$ cat src/rtl/request_unit_pkg.sv
// request_unit_pkg: shared state type for the memory request generator.
package request_unit_pkg;

  typedef enum logic [1:0] {
    IDLE   = 2'b00,
    DREAD  = 2'b01,
    DWRITE = 2'b10,
    HALTED = 2'b11
  } reqstate_t;

endpackage

$ cat src/rtl/request_unit.sv
// request_unit: memory request generator for the MIPS datapath.
// Keeps instruction fetch enabled until halt, and turns level load/store
// requests into registered data enables held until dHit.
// Optional macro REQUEST_UNIT_CHECK_EN compiles simulation-only assertions.
module request_unit
  import request_unit_pkg::*;
(
  input  logic CLK,
  input  logic nRST,
  input  logic halt,
  input  logic r_req,
  input  logic w_req,
  input  logic iHit,
  input  logic dHit,
  output logic iRen,
  output logic dRen,
  output logic dWen
);

  reqstate_t state;
  reqstate_t next_state;

  // iHit plays no part in sequencing; it is only observed by the checks.
  logic unused_ihit;
  assign unused_ihit = iHit;

  // State register with synchronous active-low reset.
  always_ff @(posedge CLK) begin
    if (!nRST) begin
      state <= IDLE;
    end else begin
      state <= next_state;
    end
  end

  // Next-state selection and output decode.
  always_comb begin
    next_state = state;
    unique case (state)
      IDLE: begin
        if (halt)       next_state = HALTED;
        else if (r_req) next_state = DREAD;
        else if (w_req) next_state = DWRITE;
      end
      DREAD:   if (dHit) next_state = IDLE;
      DWRITE:  if (dHit) next_state = IDLE;
      HALTED:  next_state = HALTED;
      default: next_state = IDLE;
    endcase

    dRen = (state == DREAD);
    dWen = (state == DWRITE);
    iRen = (state != HALTED) && !halt;
  end

`ifdef REQUEST_UNIT_CHECK_EN
  // Protocol sanity checks, evaluated on every active edge out of reset.
  always_ff @(posedge CLK) begin
    if (nRST) begin
      assert (!(dRen && dWen))
        else $error("request_unit: dRen and dWen both high");
      assert (!(state == IDLE && r_req && w_req))
        else $error("request_unit: r_req and w_req both high in IDLE");
      assert (!(state == HALTED && iHit))
        else $error("request_unit: iHit while halted");
      assert (state inside {IDLE, DREAD, DWRITE, HALTED})
        else $error("request_unit: illegal state encoding");
    end
  end
`endif

endmodule

$ cat config.mk
export PLATFORM = sky130hd
export DESIGN_NAME = request_unit
export DESIGN_NICKNAME = d
export VERILOG_FILES = /design/src/rtl/request_unit_pkg.sv /design/src/rtl/request_unit.sv
export SDC_FILE = /design/constraint.sdc
export NUM_CORES = 1
export LEC_CHECK = 0
export ABC_CLOCK_PERIOD_IN_PS = 1700
export CORE_AREA = 2 2 39 41
export CTS_BUF_LIST = sky130_fd_sc_hd__clkbuf_2 sky130_fd_sc_hd__clkbuf_4 sky130_fd_sc_hd__clkbuf_8
export CTS_CLUSTER_DIAMETER = 40
export DETAILED_ROUTE_END_ITERATION = 10
export DIE_AREA = 0 0 41 43
export PLACE_DENSITY_LB_ADDON = 0.05
export SYNTH_ARGS = -nofsm -noshare
export SYNTH_HDL_FRONTEND = slang
export SYNTH_SLANG_ARGS = --single-unit
$ cat constraint.sdc
create_clock -name CLK -period 1.7 [get_ports CLK]
set_input_delay 0.51 -clock CLK [delete_from_list [all_inputs] [get_ports CLK]]
set_output_delay 0.51 -clock CLK [all_outputs]
set_load 0.01 [all_outputs]
# ---- After elaboration in Yosys (flattened, before gate mapping)
# Cells that the tools add are included.
dict set report word_totals {
  regBits 2
}
dict set report op_classes {
  n_eq_ne 6
  mux 5
  n_reduce_logical 5
}
# operator n
set ops {}
lappend ops {{2-to-1 mux 2 bit} 4}
lappend ops {{one-hot mux 2 bit (3 select lines)} 1}
lappend ops {{== test 2 bit, second input constant} 2}
lappend ops {{inequality test 4 bit, second input constant} 1}
lappend ops {{== test 2 x 1 -> 1 bit, second input constant} 1}
lappend ops {{zero test 2 bit} 1}
lappend ops {{inequality test 2 x 1 -> 1 bit, second input constant} 1}
lappend ops {{inequality test 2 bit, second input constant} 1}
lappend ops {{AND reduction 2 bit} 1}
lappend ops {{OR reduction 2 bit} 1}
lappend ops {{logical AND 1 bit} 1}
lappend ops {{zero test 1 bit} 1}

# ---- Logic depth before layout (Yosys ltp)
# Gate-level depths: netlist of run 1.
dict set report logic_depth {
  depth_word 4
  mapped_depth 5
  ltp_nobuf 5
}

# ---- Worst setup path after synthesis of run 1
# Ideal clock, no wire load.
dict set report synth_path {
  path_kind {register to register}
  start {reg state[0]}
  end {reg state[0]}
  t_arrival_ps 1274
  required_ps 1578
  slack_ps 304
  path_stages_with_launch 6
  n_path_buf 0
  path_cell_list {dfxtp_1 > inv_1 > ha_1 > nor2b_4 > a21o_1 > o311a_1}
}
dict set report synth_via {
  elab_chain_len 4
  elab_cells_between_ends 9
}
# element line
set synth_lines {}
lappend synth_lines {{start: declaration} request_unit.sv:20} ;# reqstate_t state;
lappend synth_lines {{start signal: assignment} request_unit.sv:32} ;# state <= next_state;
lappend synth_lines {{== test 2 x 1 -> 1 bit / == test 2 bit (equally long branches)} request_unit.sv:39} ;# unique case (state)
lappend synth_lines {{OR reduction 2 bit (no source line)} -}
lappend synth_lines {{inequality test 2 x 1 -> 1 bit (no source line)} -}
lappend synth_lines {{AND reduction 2 bit (no source line)} -}
# Several ways; a longest one is shown, not always the timed one.
# A chain may end at the register's enable or synchronous reset.

# ---- Final worst setup path of run 1
dict set report layout_path {
  start {reg state[1]}
  end {out dRen}
}
dict set report layout_via {
  elab_chain_len 1
}
# element line
set layout_lines {}
lappend layout_lines {{== test 2 x 1 -> 1 bit} request_unit.sv:51} ;# dRen = (state == DREAD);
lappend layout_lines {{end: declaration} request_unit.sv:16} ;# output logic dRen,
# No other way between the ends.

==> results of run 1 <==
worst min path at each step:
| stage | cells after the start | to | from | slack, ns |
|---|---|---|---|---|
| finish | 3 | state[1] | state[1] | 0.67 |
| global route | 3 | state[0] | state[0] | 0.72 |
| CTS | 3 | state[1] | state[1] | 0.68 |
| detailed placement | 3 | state[1] | state[1] | 0.67 |
| global placement | 3 | state[1] | state[1] | 0.67 |
| floorplan | 3 | state[1] | state[1] | 0.60 |
kinds of logic (layout without fill, tap and decap cells):
logic type               after synthesis  count (layout)  share of synthesized area, %
AND/OR/NAND/NOR                        5               5                          24.8
buffers and inverters                  4              16                          7.64
flip-flops                             2               2                          20.4
adder cells (fa/ha/maj)                4               4                          25.5
AO/OA/AOI/OAI                          6               6                          21.7
worst reg2reg max path, cell delays in order, from the launching register on:
cell,delay [ns]
dfxtp_1,0.35
inv_1,0.09
ha_1,0.27
nor2b_4,0.13
a21o_1,0.16
o311a_1,0.33
report_power, final:
group / switching [mW] / leakage [nW] / internal [mW]
clock: 0.0262 / 0.0138 / 0.0778
sequential: 0.0210 / 0.0169 / 0.0750
combinational: 0.123 / 0.150 / 0.144
total: 0.171 / 0.181 / 0.297
area by class of cell:
cell class,instances,area [um^2]
Inverter,4,15.0
Clock buffer,3,22.5
Timing Repair Buffer,9,82.6
Fill cell,154,1060
Tap cell,16,20.0
Sequential cell,2,41.3
Multi-Input combinational cell,15,141
per-layer routing:
metal	vias to the layer above	track usage [%]
li1	96	-
met4	0	6.00
met1	84	7.94
met2	3	9.06
met3	0	4.71
met5	-	0
repair_timing:
item                                    in CTS  in global routing
pin swaps                                    0                  1
resized for setup                            6                  2
endpoints found under the setup margin       3                  2
hold endpoints to repair                     0                  0
placed cells by master, fill, tap and decap left out, drive strengths merged:
cell	n
a21o	1
a21oi	1
buf	2
clkbuf	3
clkdlybuf4s50	4
dfxtp	2
dlygate4sd2	2
dlymetal6s2s	1
ha	4
inv	4
nor2	3
nor2b	1
nor4b	1
o211a	1
o21ai	2
o311a	1
==> metrics.cfg, run 1 <==
[run_status]
status = complete, no violations

[setup_path]
path_cells = inv_1 -> ha_1 -> dlygate4sd2_1
cp.buffers_inverters = 2
cp.depth = 3
endpoint_kind = output pin
r2r_setup_slack_ns = 0.25
arrival_ns = 1.11
r2r_end = state[0]
crit_fanout = 3
slowest_delay_ns = 0.35
ff2ff_path_depth = 5
rr_startpoint = state[1]
path_class = flop to output pin
cp-startpoint = state[1]
startpoint_type = flop
required_ns = 1.19
crit_end = dRen
critPathSlowestCell = dfxtp_1
critPathTopFamily = buffers and inverters

[layout]
area_growth_syn_to_layout_pct = 64.3
largest_reg_flops = 2
largest-register = state
reg.largest.list = state (2)
finish.utilization_pct = 23.3
drive_above_1_share_pct = 24.2
final_cell_area_um2 = 323
layoutNonFillerInstCount = 49
nets = 46
diodes = 0

[clock_network]
tritoncts = built
clockRootBuffer = clkbuf_4
htreeDepth = 1
clk_pin_slew_worst_paths_ns = 0.03
ctsHoldBuffers = 0
clk_latency_ns = 0.22
cts_max_path_buffers = 2
post_cts_buffers = 0
cts_made_buffers = 3
clock-sinks = 2

[yosys]
synth_edf_count = 0
synth_ff_type = dfxtp_1
ys_ff_latch = 2
synth_area_um2 = 196
ys_seq_area_share_pct = 20.4
syn_nets = 32
avgSynthCellArea_um2 = 9.35
ys_types = 12
async_flop_share_pct = 0
synth_area_leaders = ha_1 25%, dfxtp_1 20%, nor4b_4 12%
synth_area_leader_cell = ha_1
synth-warning-count = 0
syn_inst = 21
synth.top_cells.by_count = 4 x ha_1, 4 x inv_1, 3 x nor2_1, 2 x dfxtp_1
synth.top_cell.area_share_pct = 25.5

[hold_path]
hold_class = flop to flop

[power]
power_mw = 0.467
leakage_nw = 0.181
peakVddDrop_uv = 513
powerDensity_mw_per_mm2 = 1450

[place]
dp_cells = 46
port_buffers = 8
placed_cell_area_um2 = 304
gp_congestion = 0.723
dp_hpwl_um = 374
dpl_worst_slack_ns = -0.393

[timing]
min_period_over_period_pct = 95.3
hold_slack_ns = 0.667
fin_ws_ns = 0.0795
tns_ns = 0
worstMarginPinSlew_ns = 0.249
skew_ns = 0.00140
slew_headroom_pct = 83.3
fin_crit_ns = 1.62
rsz0062_at_grt = no
max_freq_mhz = 617
hold_viol = 0
timing.final.max_slew_violations = 0
setup_viol = 0

[detailed_routing]
vias = 183
wl_met1_um = 205
wl_per_cell_um = 9.10
routed_via_density = 3.73
drt_first_pass_iters = 2
drtIter0Drc = 4
wl_met2_um = 229
wirelength_um = 446
top_layer = met3
met3_wirelength_um = 11
postRouteAntennaNets = 0
route.detailed.drc = 0

[floorplanning]
dieHeight_um = 43
die_w_um = 41
rows = 14
ios = 10
die_area_mm2 = 0.00176
initial_utilization_pct = 14.2
fp.coreArea_mm2 = 0.00138

[global_routing]
grt_pass1_wl_um = 779
antenna_found_initial = 0
first_global_vias = 193
grt.total_usage_pct = 7.20
grt_start_max_net_pins = 4
grt-ovfl-total = 0

[run]
maxCapViolations = 0

(Power assumes the default switching activity.)
==> inputs of run 2 (changes only) <==
- PLACE_DENSITY: not set -> 0.34
- PLACE_DENSITY_LB_ADDON: 0.05 -> not set
==> metrics.cfg, run 2 (synthesized netlist as in run 1, its figures left out) <==
[run_status]
status = complete, no violations

[layout]
nets = 46  ; unchanged
largest_reg_flops = 2  ; unchanged
area_growth_syn_to_layout_pct = 64.3  ; unchanged
diodes = 0  ; unchanged
layout_common_cells = 4 x inv_1, 4 x ha_1, 4 x clkdlybuf4s50_1, 3 x nor2_1, 3 x clkbuf_4
largest-register = state
reg.largest.list = state (2)
drive_above_1_share_pct = 24.2  ; unchanged
layoutNonFillerInstCount = 49  ; unchanged

[power]
combPwrFrac_pct = 57.9  ; +0.7 points
leakage_nw = 0.181  ; unchanged
powerDensity_mw_per_mm2 = 1460  ; +0.75%
peakVddDrop_uv = 407  ; -21%
power.sequential.fraction_pct = 20.0  ; -0.5 points
p_switching_mw = 0.172  ; +0.78%
swShare_pct = 36.5  ; about the same
p_int_mw = 0.299  ; +0.73%
power_frac_clock_pct = 22.2  ; about the same

[detailed_routing]
route.detailed.drc = 0  ; unchanged
wirelength_um = 405  ; -9.2%
drt_first_pass_iters = 2  ; unchanged
postRouteAntennaNets = 0  ; unchanged
drtIter0Drc = 5  ; +1
wl_per_cell_um = 8.27  ; -9.2%
routed_via_density = 3.57  ; -4.4%
vias = 175  ; -4.4%

[timing]
timing.final.max_slew_violations = 0  ; unchanged
slew_headroom_pct = 82.8  ; -0.55 points
hold_viol = 0  ; unchanged
skew_ns = 0.00355  ; +0.00215 ns
min_period_over_period_pct = 94.1  ; -1.2 points
fin_crit_ns = 1.60  ; -0.0202 ns
rsz0062_at_grt = no
tns_ns = 0  ; unchanged
max_freq_mhz = 625  ; +1.3%
fin_ws_ns = 0.0997  ; +0.0202 ns
worstMarginPinSlew_ns = 0.258  ; +0.00815 ns
setup_viol = 0  ; unchanged

[setup_path]
arrival_ns = 1.09  ; -0.02 ns
r2r_end = state[0]
required_ns = 1.19  ; about the same
endpoint_kind = output pin
r2r_setup_slack_ns = 0.25  ; about the same
crit_fanout = 3  ; unchanged
ff2ff_path_depth = 5  ; unchanged
path_class = flop to output pin
rr_startpoint = state[1]
startpoint_type = flop

[floorplanning]
fp.coreArea_mm2 = 0.00138  ; unchanged
rows = 14  ; unchanged
die_w_um = 41  ; unchanged
dieHeight_um = 43  ; unchanged
ios = 10  ; unchanged
initial_utilization_pct = 14.2  ; unchanged
die_area_mm2 = 0.00176  ; unchanged

[hold_path]
min_path_cells = 3  ; unchanged
hold_class = flop to flop
worstHoldStart = state[1]
hold_path_end = state[1]

[global_routing]
antenna_found_initial = 0  ; unchanged
first_global_vias = 187  ; -3.1%
grt_start_max_net_pins = 4  ; unchanged
grt_pass1_wl_um = 690  ; -11%
grt-ovfl-total = 0  ; unchanged
grt.total_usage_pct = 6.21  ; -0.99 points

[clock_network]
post_cts_buffers = 0  ; unchanged
clk_pin_slew_worst_paths_ns = 0.03  ; about the same
clockRootBuffer = clkbuf_4
clk_latency_ns = 0.22  ; about the same
cts_max_path_buffers = 2  ; unchanged
tritoncts = built
clock-sinks = 2  ; unchanged
cts_made_buffers = 3  ; unchanged
htreeDepth = 1  ; unchanged
ctsHoldBuffers = 0  ; unchanged

[run]
maxCapViolations = 0  ; unchanged

[place]
gp_congestion = 0.780  ; +7.9%
port_buffers = 8  ; unchanged
dpl_worst_slack_ns = -0.385  ; +0.00843 ns
dp_cells = 46  ; unchanged
dp_hpwl_um = 339  ; -9.4%

## run 2: cell counts in the layout (fill, tap and decap cells not counted)
No cell type changed its count.
## run 2: critical path, stage by stage (launching register included)
cell,delay [ns]
dfxtp_1,0.34
inv_1,0.08
ha_1,0.17
dlygate4sd2_1,0.28
## run 2: power groups by stage
stage | combinational [mW] | clock (mW) | sequential [mW]
4_1_cts | 0.278 | 0.112 | 0.0916
6_report | 0.272 | 0.104 | 0.0941
3_3_place_gp | 0.300 | 0 | 0.0916
2_1_floorplan | 0.200 | 0 | 0.0880
3_5_place_dp | 0.296 | 0 | 0.0923
5_1_grt | 0.308 | 0.117 | 0.0981
## run 2: cell type report
cell class	count	area, um^2
Clock buffer	3	22.5
Fill cell	160	1060
Sequential cell	2	41.3
Timing Repair Buffer	9	82.6
Multi-Input combinational cell	15	141
Inverter	4	15.0
Tap cell	16	20.0
## run 2: what timing repair did
item / in CTS / in global routing
pin swaps: 0 / 1
gates resized for setup: 6 / 2
setup endpoints to repair: 3 / 2
## run 2: how the worst max path moves through the flow
| stage | startpoint | endpoint | slack (ns) | cells after the start |
|---|---|---|---|---|
| 2_1_floorplan | state[0] | state[0] | 0.30 | 5 |
| 3_3_place_gp | halt | iRen | -0.38 | 3 |
| 3_5_place_dp | halt | iRen | -0.39 | 3 |
| 4_1_cts | halt | iRen | 0.02 | 3 |
| 5_1_grt | state[1] | dRen | 0.03 | 3 |
| 6_report | state[1] | dRen | 0.1 | 3 |
## run 2: stage by stage
step           total power, mW  utilization (%)  area [um^2]  hold slack, ns
6_report                 0.471             23.3          323           0.651
5_1_grt                  0.524             23.3          323           0.697
4_1_cts                  0.481             23.1          319           0.656
3_5_place_dp             0.388             22.0          304           0.653
3_3_place_gp             0.392             22.0          304           0.666
2_1_floorplan            0.288                -          196           0.600
## run 2: metal layers
metal,vias up,GRT usage (%),routed length [um]
met5,-,0,0
met4,0,6.00,0
met3,0,1.57,12
met2,3,9.06,212
met1,77,6.71,180
li1,95,-,-
